--- src/rtl/pc_ctrl_pkg.sv ---
// Shared encodings for the PC trap controller.
// Holds the PC source select values driven to the PC unit, the trap cause
// codes reported on the cause output, and the controller state type.
package pc_ctrl_pkg;

  // PC source select values understood by the PC unit
  localparam logic [2:0] PCSRC_PLUS4  = 3'd0;
  localparam logic [2:0] PCSRC_BRANCH = 3'd1;
  localparam logic [2:0] PCSRC_JUMP   = 3'd2;
  localparam logic [2:0] PCSRC_JR     = 3'd3;
  localparam logic [2:0] PCSRC_ILLOP  = 3'd4;
  localparam logic [2:0] PCSRC_XADR   = 3'd5;
  localparam logic [2:0] PCSRC_HOLD   = 3'd7;

  // Reason for the most recently taken trap
  localparam logic [1:0] CAUSE_NONE  = 2'd0;
  localparam logic [1:0] CAUSE_ILLOP = 2'd1;
  localparam logic [1:0] CAUSE_IRQ   = 2'd2;

  // Controller states: normal execution or debug halt
  typedef enum logic {
    ST_RUN  = 1'b0,
    ST_HALT = 1'b1
  } ctrl_state_t;

endpackage

--- src/rtl/irq_sync.sv ---
// Interrupt request conditioning.
// Brings the asynchronous irq level into the clk domain, detects its rising
// edge and keeps a pending flag until software acknowledges it or the
// controller takes the interrupt.
// Ports:
//   clk, reset  - clock and asynchronous active-low reset
//   irq         - raw asynchronous interrupt level
//   irq_clr     - software acknowledge, drops the pending flag
//   take        - controller is taking the interrupt this cycle
//   irq_pend    - an interrupt edge has been seen and not yet serviced
module irq_sync #(
  parameter int SYNC_STAGES = 2
) (
  input  logic clk,
  input  logic reset,
  input  logic irq,
  input  logic irq_clr,
  input  logic take,
  output logic irq_pend
);

  logic [SYNC_STAGES-1:0] sync;
  logic                   sync_prev;
  logic                   rise;

  assign rise = sync[SYNC_STAGES-1] && !sync_prev;

  // Synchroniser chain plus one extra flop that remembers the previous
  // synchronised level, so a held-high irq produces only one edge.
  // A new edge has precedence over a clear in the same cycle so that an
  // interrupt arriving as the previous one is serviced is not lost.
  always_ff @(posedge clk or negedge reset) begin
    if (!reset) begin
      sync      <= '0;
      sync_prev <= 1'b0;
      irq_pend  <= 1'b0;
    end else begin
      sync      <= {sync[SYNC_STAGES-2:0], irq};
      sync_prev <= sync[SYNC_STAGES-1];
      if (rise)
        irq_pend <= 1'b1;
      else if (irq_clr || take)
        irq_pend <= 1'b0;
    end
  end

endmodule

--- src/rtl/pc_trap_ctrl.sv ---
// PC source sequencer with trap, interrupt and debug-halt arbitration.
// Every cycle it chooses the PC source: the decoder's choice, the illegal
// opcode vector, the interrupt vector, or a hold while halted. On a trap it
// kills the current instruction's writes and supplies the EPC value.
// Kernel mode is pc[31]=1; interrupts are only taken in user mode, and only
// after at least one user instruction has run since leaving kernel mode.
// Ports:
//   clk, reset        - clock and asynchronous active-low reset
//   dec_pcsrc         - decoder PC source for the current instruction
//   illop             - current instruction is undefined
//   irq, irq_clr      - asynchronous interrupt request and its acknowledge
//   halt_req          - debug halt request (level)
//   pc, plus4         - current PC and PC+4
//   pcsrc             - select to the PC unit
//   kill              - suppress writes of the current instruction
//   epc_we, epc_data  - EPC ($26) write strobe and value
//   cause             - last trap cause
//   dbl_fault         - sticky: illegal opcode taken in kernel mode
//   halted            - controller is in the halt state
//   trap_cnt          - saturating count of taken traps
module pc_trap_ctrl
  import pc_ctrl_pkg::*;
#(
  parameter int SYNC_STAGES = 2,
  parameter int CNT_W       = 8
) (
  input  logic             clk,
  input  logic             reset,
  input  logic [2:0]       dec_pcsrc,
  input  logic             illop,
  input  logic             irq,
  input  logic             irq_clr,
  input  logic             halt_req,
  input  logic [31:0]      pc,
  input  logic [31:0]      plus4,
  output logic [2:0]       pcsrc,
  output logic             kill,
  output logic             epc_we,
  output logic [31:0]      epc_data,
  output logic [1:0]       cause,
  output logic             dbl_fault,
  output logic             halted,
  output logic [CNT_W-1:0] trap_cnt
);

  ctrl_state_t state;
  logic        prev_k;
  logic        irq_pend;
  logic        ie;
  logic        take_illop;
  logic        take_irq;

  // prev_k holds the previous cycle's mode, so the first user cycle after
  // an eret is never interrupted and the handler's return makes progress.
  assign ie = !pc[31] && !prev_k;

  assign take_illop = (state == ST_RUN) && illop;
  assign take_irq   = (state == ST_RUN) && !illop && irq_pend && ie;

  irq_sync #(
    .SYNC_STAGES(SYNC_STAGES)
  ) u_sync (
    .clk     (clk),
    .reset   (reset),
    .irq     (irq),
    .irq_clr (irq_clr),
    .take    (take_irq),
    .irq_pend(irq_pend)
  );

  // Same-cycle PC source selection. An illegal opcode in kernel mode must
  // not overwrite EPC, otherwise the original user return address is lost.
  // The interrupt saves the current pc so the preempted instruction reruns.
  always_comb begin
    pcsrc    = dec_pcsrc;
    kill     = 1'b0;
    epc_we   = 1'b0;
    epc_data = 32'h0000_0000;
    if (state == ST_HALT) begin
      pcsrc = PCSRC_HOLD;
      kill  = 1'b1;
    end else if (take_illop) begin
      pcsrc = PCSRC_ILLOP;
      kill  = 1'b1;
      if (!pc[31]) begin
        epc_we   = 1'b1;
        epc_data = plus4;
      end
    end else if (take_irq) begin
      pcsrc    = PCSRC_XADR;
      kill     = 1'b1;
      epc_we   = 1'b1;
      epc_data = pc;
    end
  end

  // Controller state and status. A halt request is only honoured in a cycle
  // with no trap so the trap's vector fetch is never frozen mid-redirect.
  always_ff @(posedge clk or negedge reset) begin
    if (!reset) begin
      state     <= ST_RUN;
      halted    <= 1'b0;
      prev_k    <= 1'b1;
      cause     <= CAUSE_NONE;
      dbl_fault <= 1'b0;
      trap_cnt  <= '0;
    end else begin
      prev_k <= pc[31];
      if (take_illop) begin
        cause <= CAUSE_ILLOP;
        if (pc[31])
          dbl_fault <= 1'b1;
      end else if (take_irq) begin
        cause <= CAUSE_IRQ;
      end
      if ((take_illop || take_irq) && (trap_cnt != '1))
        trap_cnt <= trap_cnt + {{(CNT_W-1){1'b0}}, 1'b1};
      case (state)
        ST_RUN: begin
          if (halt_req && !take_illop && !take_irq) begin
            state  <= ST_HALT;
            halted <= 1'b1;
          end
        end
        ST_HALT: begin
          if (!halt_req) begin
            state  <= ST_RUN;
            halted <= 1'b0;
          end
        end
        default: begin
          state  <= ST_RUN;
          halted <= 1'b0;
        end
      endcase
    end
  end

endmodule
--- config.mk ---
export PLATFORM = sky130hd
export DESIGN_NAME = pc_trap_ctrl
export DESIGN_NICKNAME = d
export VERILOG_FILES = /design/src/rtl/pc_ctrl_pkg.sv /design/src/rtl/irq_sync.sv /design/src/rtl/pc_trap_ctrl.sv
export SDC_FILE = /design/constraint.sdc
export NUM_CORES = 1
export LEC_CHECK = 0
export CAP_MARGIN = 40
export CORE_MARGIN = 4
export CORE_UTILIZATION = 29
export DETAILED_ROUTE_END_ITERATION = 8
export PLACE_DENSITY = 0.91
export SLEW_MARGIN = 10
export SYNTH_ARGS = -nofsm -noshare
export SYNTH_HDL_FRONTEND = slang
export SYNTH_SLANG_ARGS = --single-unit
--- constraint.sdc ---
create_clock -name clk -period 1.7 [get_ports clk]
set_input_delay 0.34 -clock clk [delete_from_list [all_inputs] [get_ports clk]]
set_output_delay 0.34 -clock clk [all_outputs]
set_load 0.02 [all_outputs]
# After elaboration in Yosys (flattened, before gate mapping)
# Index checks and enable logic that the tools add are counted.
[totals]
in_bits = 73
word_cells = 58
ff_bits = 18
[op_classes]
reduce_logical = 21
n_eq_ne = 3
bitwise = 1
add_sub_neg = 1
mux = 23
[op_table]
columns = ["cell", "n"]
rows = [
  ["2-to-1 mux 32 bit", 4],
  ["2-to-1 mux 1 bit", 12],
  ["logical AND 1 bit", 9],
  ["2-to-1 mux 3 bit", 3],
  ["adder 8 x 1 -> 8 bit, second input constant", 1],
  ["!= test 8 bit, second input constant", 1],
  ["zero test 1 bit", 6],
  ["2-to-1 mux 2 bit", 2],
  ["one-hot mux 1 bit (2 select lines)", 2],
  ["AND reduction 2 bit", 2],
  ["nonzero test 2 bit", 2],
  ["logical OR 1 bit", 2],
  ["!= test 2 x 1 -> 1 bit, second input constant", 1],
  ["!= test 2 bit, second input constant", 1],
  ["NOT 1 bit", 1],
]

# Logic depth before layout (Yosys ltp)
[depth]
depth_word = 8
mapped_depth = 5

# Hierarchy
# From an unflattened synthesis, not the netlist that was laid out.
[hier_totals]
hier_cells = 146
hier_area_um2 = 1196.1
[modules_own_cells]
columns = ["module", "area_per_inst_um2", "cells_each", "seq_area_each_um2", "instances"]
rows = [
  ["pc_trap_ctrl", 1072.3, 139, 351.6, 1],
  ["irq_sync", 123.9, 7, 100.1, 1],
]

# Worst setup path before layout
# OpenSTA, ideal clock, no wires.
[synth_timing]
path_type = "register to output"
from = "register state"
to = "output epc_data[15]"
arrival_time_ns = 1.375
path_slack_ns = -0.015
path_buffers = 1
t_required_ns = 1.360
stages_incl_launch_ff = 5
path_cell_list = "dfrtp_1 nor2_1 o21ai_1 clkbuf_1 a21oi_1"
[synth_via]
elab_chain_cells = 7
word_cells_on_any_way = 8
[synth_rtl]
columns = ["item", "line", "text"]
rows = [
  ["start: declaration", "pc_trap_ctrl.sv:46", "ctrl_state_t state;"],
  ["start signal: assignment", "pc_trap_ctrl.sv:101", "state <= ST_RUN;"],
  ["start signal: assignment", "pc_trap_ctrl.sv:121", "state <= ST_HALT;"],
  ["start signal: assignment", "pc_trap_ctrl.sv:127", "state <= ST_RUN;"],
  ["NOT 1 bit", "n/a", ""],
  ["logical AND 1 bit (3 in a row)", "pc_trap_ctrl.sv:58", "assign take_irq = (state == ST_RUN) && !illop && irq_pend && ie;"],
  ["2-to-1 mux 32 bit", "pc_trap_ctrl.sv:89", "end else if (take_irq) begin"],
  ["2-to-1 mux 32 bit", "pc_trap_ctrl.sv:82", "end else if (take_illop) begin"],
  ["2-to-1 mux 32 bit (*)", "pc_trap_ctrl.sv:79", "if (state == ST_HALT) begin"],
  ["end: declaration", "pc_trap_ctrl.sv:39", "output logic [31:0] epc_data,"],
]
# Mark *: on every way between the ends. The rest lies on a longest branch, timed or not.

# Final worst setup path
[layout_timing]
from = "register prev_k"
to = "output pcsrc[2]"
[layout_via]
elab_chain_cells = 6
[layout_rtl]
columns = ["item", "line", "text"]
rows = [
  ["start: declaration", "pc_trap_ctrl.sv:47", "logic prev_k;"],
  ["start signal: assignment", "pc_trap_ctrl.sv:108", "prev_k <= pc[31];"],
  ["zero test 1 bit", "pc_trap_ctrl.sv:55", "assign ie = !pc[31] && !prev_k;"],
  ["logical AND 1 bit", "pc_trap_ctrl.sv:55", ""],
  ["logical AND 1 bit", "pc_trap_ctrl.sv:58", ""],
  ["2-to-1 mux 3 bit", "pc_trap_ctrl.sv:89", ""],
  ["2-to-1 mux 3 bit", "pc_trap_ctrl.sv:82", ""],
  ["2-to-1 mux 3 bit", "pc_trap_ctrl.sv:79", ""],
  ["end: declaration", "pc_trap_ctrl.sv:36", "output logic [2:0] pcsrc,"],
]
# No other way between the ends.

==> metrics.sh <==
OUTCOME='finished, violations left'
FAILED_CHECKS='negative setup slack'
SYNTHESIS.YOSYS.WARNINGS=0
DOMINANTREGCELLSYNTH='dfrtp_1'
WORST_SKEW_LATE_LATENCY_PS=250
ENDPOINT_KIND='output pin'
DIODES=0
TIMING.FMAX_MHz=502
TOTALPOWERFINAL_W=0.00202
HOLD_DEPTH=0
POWER_LEAKAGE_nW=1.24
MAX_SLEW_MARGIN=0.834
TRITONROUTE_PASS_1_ITERS=4
CELLPOWERDENSITY_nW_PER_UM2=728
MAX-CAP-VIOLATIONS=0
SYNTHTOLAYOUTAREAGROWTH_PCT=134
PLACED_AREA_UM2=2600
DRIVE_ABOVE_1_SHARE=0.285
ANTENNA_VIOLATING_NETS_POST_ROUTE=0
CTS_TREE='yes'
CTS_HOLD_BUFFERS=0
WORST_R2R_ENDPOINT='trap_cnt[7]'
FINALWEIGHTEDCONGESTION=0.860
FP.DIEW_UM=72.0
TIMING.FINAL.CRIT_SHARE=1.17
POWER.IR.VDD_WORST_V=0.000711
REGISTER_TO_REGISTER_PATH_DEPTH=6
SYNTH.FF_LATCH_COUNT=18
SYNTH_CELL_AREA_UM2=1190
WORST_SLACK_PS=-291
FINCLKSKEW_PS=2.81
POST_SYNTH_NUM_CELL_TYPES=33
CRITICAL_PATH.REG2REG.STARTPOINT='u_sync.irq_pend'
POST-ROUTE-CELL-AREA_UM2=2770
CRITPATHSLOWESTCELL='dfstp_2'
GROUTE.USAGE.OVERALL=0.186
REMAINING_DRC_ERRORS=0
YS_ASYNC_SR_FRACTION=1.00
SYNTH_ENABLE_FLOP_CELLS=0
SETUP_VIOL=37
SYN_INST=143
TIMING.FINAL.CRIT_PERIOD_PS=1990
FLOORPLAN.DIE_AREA_UM2=5180
DETAIL_ROUTE.WL_PER_CELL_UM=15.9
DRT_ITER0_MARKERS=40
CHIPHEIGHT_UM=72.0
PLACEABLECOREAREA_UM2=3800
TIMING.CRITICAL_PATH.ARRIVAL_PS=1650
WORSTMARGINPINSLEW_PS=247
TIMING.CRITICAL_PATH.CELLS='nor3b_2, buf_4, or3_4, or2_4, buf_6'
YOSYSSEQAREASHARE=0.381
PLACEMENT_ROWS=22
PLACE.DETAILED.HPWL_UM=4060
CLOCKROOTBUFFER='clkbuf_8'
GLOBALROUTE.TOTALOVERFLOW=0
HOLD_VIOL=0
RSZ0062_AT_GRT='yes'
SYNTH_TOP_CELL_AREA_SHARE=0.359
CRITICAL_PATH_REQUIRED_PS=1360
AVGSYNTHCELLAREA_UM2=8.29
SETUP.WORST_PATH.START_CLASS='flop'
NUMBER_OF_ANTENNA_VIOLATIONS_AT_THE_FIRST_CHECK_IN_GLOBAL_ROUTING=0
VIAS_PER_CELL=4.95
WORST_SETUP_HOLD_PATH_CLK_SLEW_PS=70
SYNTHTOPCELLSBYAREA='dfrtp_1 36%, a22o_1 13%, nand2_1 9.8%'
FLOORPLAN.IO_PINS=122
LAYOUT.FILLER_CELLS=260
CTS-ROOT-TO-SINK-BUFFERS=2
RRSETUPSLACK_PS=100
ROUTE.VIAS.TOTAL=1642
SETUP.WORST_PATH.CLASS='reg -> out'
HOLD_PATH.STARTPOINT='u_sync.sync[0]'
CRIT_PATH_MAX_INCR_DELAY_PS=540
GRT_PASS1_WL_UM=7780
PLACE.PORT_BUFFERS=121
ROUTE.FINAL.WIRE_LENGTH_UM=5290
SYN-NUM-NETS=217
NETS=359
WORSTPATHMAXFANOUT=2
DRV_SLEW=0
HOLD_CLASS='reg -> reg'
CTS-HTREE-LEVELS=1
MAXIMUM_NUMBER_OF_PINS_ON_ONE_NET_BEFORE_GLOBAL_ROUTE_REPAIR=19
CLOCK_SINKS=18
FIRST_GLOBAL_VIAS=1644
INITIAL_CORE_UTIL=0.312
SYNTH_TOP_AREA_CELL='dfrtp_1'
END_OF_FLOW_CORE_UTILIZATION=0.729
CTS_MADE_BUFFERS=3
HOLDPATHEND='u_sync.sync[1]'
synthesized netlist by cell type, types with 2 or more instances:
cell type  number
xor2_1          3
a21o_1          3
o31ai_1         2
mux2_2          3
buf_4           2
nand2_1        31
a22o_1         17
nor2_1          7
o21ai_0         3
and3_1          2
dfrtp_1        17
nand3_1         4
inv_1           6
nor2b_1         2
and2_1          2
nor3_1          4
a21oi_1        15
buf_2           5
through the flow:
stage          hold slack, ps  TNS [ps]  setup WS, ps  instances
2_1_floorplan            44.4      -138         -15.4        143
3_3_place_gp              336    -29300          -833        322
3_5_place_dp              337    -30590          -854        322
4_1_cts                   352     -7880          -302        330
5_1_grt                   354     -9460          -327        332
6_report                  355     -6930          -291        332
worst max-delay path by stage:
stage | startpoint | endpoint | slack [ps] | depth (start not counted)
after floorplan | state | epc_data[15] | -20 | 4
after global placement | pc[31] | epc_data[0] | -830 | 6
after detailed placement | pc[31] | epc_data[22] | -850 | 6
after CTS | prev_k | pcsrc[2] | -300 | 5
after global routing | prev_k | pcsrc[2] | -330 | 5
final | prev_k | pcsrc[2] | -290 | 5
report_power, final:
part	leakage [nW]	internal (W)	switching, W
registers	0.205	0.000530	0.000128
logic	1.00	0.000558	0.000458
clock network	0.0288	0.000206	0.000138
worst max-delay path: cells and delay by family, from the launching register on:
kind          cells  cell delay [ps]
buf+inv           2              260
flops             1              540
simple gates      3              600
area by class of cell:
| class | instances | area, um2 | area share |
|---|---|---|---|
| Inverter | 6 | 22.5 | 0.00813 |
| Timing Repair Buffer | 145 | 1460 | 0.528 |
| Multi-Input combinational cell | 111 | 716 | 0.258 |
| Clock buffer | 4 | 55.1 | 0.0199 |
| Sequential cell | 18 | 453 | 0.164 |
| Tap cell | 48 | 60.1 | 0.0217 |
cells in the final DEF, fill, tap and decap left out, types with 2 or more instances in the layout:
| cell type | n |
|---|---|
| o21ai_0 | 3 |
| buf_6 | 23 |
| buf_2 | 2 |
| nor3_1 | 4 |
| nand2_1 | 31 |
| and3_1 | 2 |
| a22o_1 | 17 |
| dlymetal6s2s_1 | 2 |
| nand3_1 | 4 |
| mux2_2 | 3 |
| clkbuf_8 | 4 |
| nor2_4 | 2 |
| a21o_1 | 3 |
| o31ai_1 | 2 |
| buf_12 | 2 |
| nor2_1 | 6 |
| inv_1 | 6 |
| buf_4 | 19 |
| clkdlybuf4s50_1 | 80 |
| xor2_1 | 3 |
| dlygate4sd2_1 | 2 |
| dfrtp_1 | 16 |
| clkdlybuf4s15_2 | 15 |
| a21oi_1 | 15 |
routing by layer:
metal	vias up	share of wire	global-route usage
met4	0	0.039	0.0919
met2	87	0.53	0.359
li1	791	-	-
met1	746	0.35	0.191
met5	-	0	0
met3	18	0.083	0.0319
sequential cells by signal (all words and copies together), names as in the netlist:
name and count:
u_sync.irq_pend 1, prev_k 1, u_sync.sync 2, trap_cnt 8
cause 2, u_sync.sync_prev 1, halted 1, state 1
dbl_fault 1
cells by family (layout without fill, tap and decap cells):
| group | Yosys count | after routing | share of synthesized area |
|---|---|---|---|
| simple gates | 59 | 59 | 0.229 |
| flops | 18 | 18 | 0.381 |
| compound gates | 44 | 44 | 0.265 |
| buf+inv | 14 | 155 | 0.0559 |
| xor+xnor | 3 | 3 | 0.0222 |
| fa+ha+maj | 1 | 1 | 0.0105 |
| mux | 4 | 4 | 0.0369 |
repair_timing:
| item | in CTS | in global routing |
|---|---|---|
| hold endpoints to repair | 0 | 0 |
| gates cloned | 2 | 0 |
| pin swaps | 11 | 10 |
| setup buffers | 2 | 4 |
| setup endpoints to repair | 41 | 38 |
| gates resized for setup | 186 | 7 |
(Power assumes the default switching activity.)
